[config.mk]
export PLATFORM = sky130hd
export DESIGN_NAME = demux2_4b_buf
export DESIGN_NICKNAME = d
export VERILOG_FILES = /design/src/rtl/demux2_4b_buf.sv
export SDC_FILE = /design/constraint.sdc
export NUM_CORES = 1
export LEC_CHECK = 0
export CORE_MARGIN = 8
export CORE_UTILIZATION = 31
export CTS_CLUSTER_SIZE = 30
export DETAILED_ROUTE_END_ITERATION = 10
export PLACE_DENSITY_LB_ADDON = 0.05
export SLEW_MARGIN = 20
export SYNTH_ARGS = -nofsm -noshare
export SYNTH_HDL_FRONTEND = slang
export SYNTH_HIERARCHICAL = 1
export SYNTH_SLANG_ARGS = --single-unit
[constraint.sdc]
create_clock -name clk -period 1.7 [get_ports clk]
set_clock_uncertainty 0.1 [all_clocks]
set_input_delay 0.34 -clock clk [delete_from_list [all_inputs] [get_ports clk]]
set_output_delay 0.34 -clock clk [all_outputs]
set_load 0.005 [all_outputs]
[src/rtl/demux2_4b_buf.sv]
// Buffered 1-to-2 val/rdy demultiplexer: each input message is steered by in_sel
// into one of two independent 2-entry FIFOs, each draining on its own stream.

module demux2_4b_buf_queue #(
    parameter int p_nbits = 4
) (
    input  logic               clk,
    input  logic               reset_n,
    input  logic               enq,
    input  logic [p_nbits-1:0] enq_msg,
    input  logic               deq_rdy,
    output logic               deq_val,
    output logic [p_nbits-1:0] deq_msg,
    output logic               full
);

    logic [p_nbits-1:0] storage [2];
    logic               enq_ptr;
    logic               deq_ptr;
    logic [1:0]         count;
    logic               deq;

    assign deq_val = (count != 2'd0);
    assign full    = (count == 2'd2);
    assign deq     = deq_val && deq_rdy;

    // Head is masked to zero while empty so stale storage never leaks out.
    assign deq_msg = deq_val ? storage[deq_ptr] : '0;

    always_ff @(posedge clk or negedge reset_n) begin
        if (!reset_n) begin
            enq_ptr <= 1'b0;
            deq_ptr <= 1'b0;
            count   <= 2'd0;
        end else begin
            if (enq) begin
                enq_ptr <= ~enq_ptr;
            end
            if (deq) begin
                deq_ptr <= ~deq_ptr;
            end
            case ({enq, deq})
                2'b10:   count <= count + 2'd1;
                2'b01:   count <= count - 2'd1;
                default: count <= count;
            endcase
        end
    end

    always_ff @(posedge clk) begin
        if (enq) begin
            storage[enq_ptr] <= enq_msg;
        end
    end

endmodule

// Valid/ready: a transfer happens on a rising edge where both val and rdy are 1;
// in_rdy looks only at in_sel and the registered fill level, never at out*_rdy.
module demux2_4b_buf #(
    parameter int p_nbits = 4
) (
    input  logic               clk,
    input  logic               reset_n,
    input  logic               in_val,
    output logic               in_rdy,
    input  logic [p_nbits-1:0] in_msg,
    input  logic               in_sel,
    output logic               out0_val,
    input  logic               out0_rdy,
    output logic [p_nbits-1:0] out0_msg,
    output logic               out1_val,
    input  logic               out1_rdy,
    output logic [p_nbits-1:0] out1_msg
);

    logic full0;
    logic full1;
    logic enq0;
    logic enq1;
    logic fire;

    assign in_rdy = in_sel ? !full1 : !full0;
    assign fire   = in_val && in_rdy;
    assign enq0   = fire && !in_sel;
    assign enq1   = fire && in_sel;

    demux2_4b_buf_queue #(.p_nbits(p_nbits)) u_q0 (
        .clk     (clk),
        .reset_n (reset_n),
        .enq     (enq0),
        .enq_msg (in_msg),
        .deq_rdy (out0_rdy),
        .deq_val (out0_val),
        .deq_msg (out0_msg),
        .full    (full0)
    );

    demux2_4b_buf_queue #(.p_nbits(p_nbits)) u_q1 (
        .clk     (clk),
        .reset_n (reset_n),
        .enq     (enq1),
        .enq_msg (in_msg),
        .deq_rdy (out1_rdy),
        .deq_val (out1_val),
        .deq_msg (out1_msg),
        .full    (full1)
    );

endmodule

==> flow_summary_export.csv <==
group,metric,value,unit
global_route,antenna_found_initial,0,
die,dieArea,5400,µm²
clock_network,cts-root-buf,"clkbuf_4",
logic_synthesis,syn_avg_cell_area,14.0,µm²
drt,drc,0,
sta,fin_crit,1.80,ns
critical_path,crit_required,1.83,ns
critical_path,cp_data_arrival_time,1.93,ns
critical_path,crit_path_start_kind,"flip-flop",
clock_network,clockBufferDepth,2,
logic_synthesis,yosysTopAreaCell,"edfxtp_1",
finish,synthToLayoutAreaGrowth,62.0,%
power,peakVddDrop,0.000956,V
die,num_io_pins,21,
sta,timing.final.ws_setup,-0.105,ns
logic_synthesis,ys_top_cells_by_area,"edfxtp_1, dfrtp_1, mux2i_1, nor2_1, xor2_1",
place,place_congestion,0.708,
logic_synthesis,synth_top_area_share,46.9,%
global_route,grt_start_max_net_pins,15,
die,std_cell_rows,21,
drt,vias,706,
sta,setup_viol,12,
clock_network,cts_max_level,1,
finish,fin_nets,141,
die,initial_utilization,31.5,%
logic_synthesis,syn-num-nets,85,
sta,max_freq,0.554,GHz
finish,layout_common_cells,"buf_4, edfxtp_1, buf_6",
power,pwr-share-comb,53.6,%
clock_network,numCtsBuffers,3,
sta,hold_viol_final,0,
critical_path,cp-end-kind,"flip-flop",
sta,tightestPinTransition,0.404,ns
worst_hold_path,min_path_type,"in2async",
logic_synthesis,yosys.cell_types.count,14,
power,p_seq_share,32.1,%
sta,rsz0062_at_grt,"yes",
die,coreArea,3260,µm²
logic_synthesis,ys_ff_latch,24,
drt,drt_iter0_drc,27,
place,dp_hpwl,1.42,mm
finish,final_common_cell,"buf_4",
logic_synthesis,synth_area,1020,µm²
global_route,grt_pass1_vias,799,
critical_path,crit_type,"reg2reg",
drt,totalWireLength,2.15,mm
place,portBuffers,20,
logic_synthesis,ys_seq_area_share,66.4,%
power,internal_power,0.00197,W
critical_path,cp_max_fo,2,
outcome,status,"finished, violations left",
sta,max-slew-margin-rel,73.0,%
logic_synthesis,synth_cells,73,
clock_network,clkLatencyLatePin,0.31,ns
sta,slew_viol_final,0,
drt,wl_per_cell,12.4,µm
power,p_switching,0.000844,W
global_route,overflow,0,
clock_network,clk_pin_slew,0.13,ns
power,powerDensity,1700,nW/µm²
drt,ant_nets,0,
drt,vias_per_cell,4.06,
finish,fin_util,51.0,%
outcome,violations,"setup timing",
clock_network,clock_sinks,24,
clock_network,cts.hold.buffers_added,0,
finish,drive_gt1_share,53.9,%
power,power_switching_share,30.0,%
sta,tns,-0.274,ns
clock_network,cts_tree,"yes",
power,p_leak,0.721,nW
finish,diodes,0,
critical_path,worstReg2RegStart,"u_q1/count[1]",
global_route,grt.total_usage,8.66,%
global_route,grt_pass1_wl,3.55,mm
job,drv_cap,0,
drt,drt-pass1-iter-count,2,
power,clkPwrFrac,14.4,%
critical_path,worstSetupStartpoint,"u_q1/count[1]",
die,die_y,73.5,µm
die,fp.dieW,73.5,µm
sta,period_share,106,%
logic_synthesis,yosys_warnings,6,
[area by class of cell]
class                      instances  area (µm²)
clock inverter                     1        30.0
tap                               46        57.6
inverter                           4        15.0
timing repair buffer              53         443
multi-input combinational         43         409
sequential                        24         683
fill                             318        1600
clock buffer                       3        22.5
[registers in the layout, indices dropped and copies added, names as in the netlist]
name	flops
u_q0/count	2
u_q0/deq_ptr	1
u_q0/enq_ptr	1
u_q0/storage	8
u_q1/count	2
u_q1/deq_ptr	1
u_q1/enq_ptr	1
u_q1/storage	8
[synthesized netlist by cell type]
| master | number |
|---|---|
| nor3b_1 | 1 |
| buf_2 | 2 |
| xor2_1 | 6 |
| inv_1 | 4 |
| ha_1 | 2 |
| dfrtp_1 | 8 |
| mux2i_1 | 9 |
| xnor2_1 | 4 |
| nor2_1 | 14 |
| and2_1 | 2 |
| and2b_2 | 2 |
| nor2b_2 | 2 |
| and3b_1 | 1 |
| edfxtp_1 | 16 |
[through the flow]
step | total power, W | setup slack [ns] | cell area, µm² | std cells | hold WS [ns]
after floorplan | 0.00139 | 0.0267 | 1030 | 73 | -0.0556
after global placement | 0.00190 | -0.311 | 1360 | 148 | 0.371
after detailed placement | 0.00192 | -0.314 | 1360 | 148 | 0.376
after CTS | 0.00272 | -0.0903 | 1610 | 173 | 0.216
after global routing | 0.00302 | -0.195 | 1660 | 174 | 0.203
final | 0.00282 | -0.105 | 1660 | 174 | 0.209
[layer usage]
layer / GRT usage (%) / vias up / wire length [µm]
li1: - / 353 / -
met1: 9.09 / 339 / 874
met2: 15.2 / 12 / 1150
met3: 4.09 / 2 / 117
met4: 2.00 / 0 / 7
met5: 0 / - / 0
[cells by family (layout without fill, tap and decap cells)]
| group | after synthesis | in the layout | synth area share, % |
|---|---|---|---|
| XOR/XNOR | 10 | 10 | 8.55 |
| adder cells (fa/ha/maj) | 2 | 2 | 2.44 |
| buffers and inverters | 6 | 61 | 2.44 |
| flip-flops | 24 | 24 | 66.4 |
| multiplexers | 9 | 9 | 8.79 |
| AND/OR/NAND/NOR | 22 | 22 | 11.4 |
[power by group through the flow]
stage	Clock (W)	Combinational, W	Sequential, W
3_3_place_gp	0	0.000969	0.000928
5_1_grt	0.000453	0.00164	0.000919
6_report	0.000405	0.00151	0.000903
3_5_place_dp	0	0.000988	0.000928
4_1_cts	0.000421	0.00142	0.000878
2_1_floorplan	0	0.000521	0.000865
[worst max-delay path, stage by stage, from the launching register on]
cell	delay [ns]
dfrtp_1	0.42
buf_6	0.12
and2b_2	0.18
and3b_2	0.25
inv_2	0.05
ha_4	0.16
xnor2_2	0.12
nor2_1	0.11
xor2_1	0.21
[repair_timing]
| item | CTS | global route |
|---|---|---|
| buffers inserted | 21 | 4 |
| gates resized for setup | 58 | 20 |
| pin swaps | 9 | 10 |
| setup endpoints to repair | 18 | 30 |
[final timing paths]
| path | slack (ns) | endpoint | depth (start not counted) |
|---|---|---|---|
| max in group asynchronous | 0.99 | u_q0/deq_ptr | 1 |
| min in group clk | 0.46 | u_q1/enq_ptr | 1 |
| worst min register to register | 0.46 | u_q1/enq_ptr | 1 |
| worst max register to register | -0.10 | u_q1/count[1] | 8 |
| worst min-delay path | 0.21 | u_q1/count[0] | 1 |
| worst max-delay path | -0.10 | u_q1/count[1] | 8 |
(Power assumes the default switching activity.)
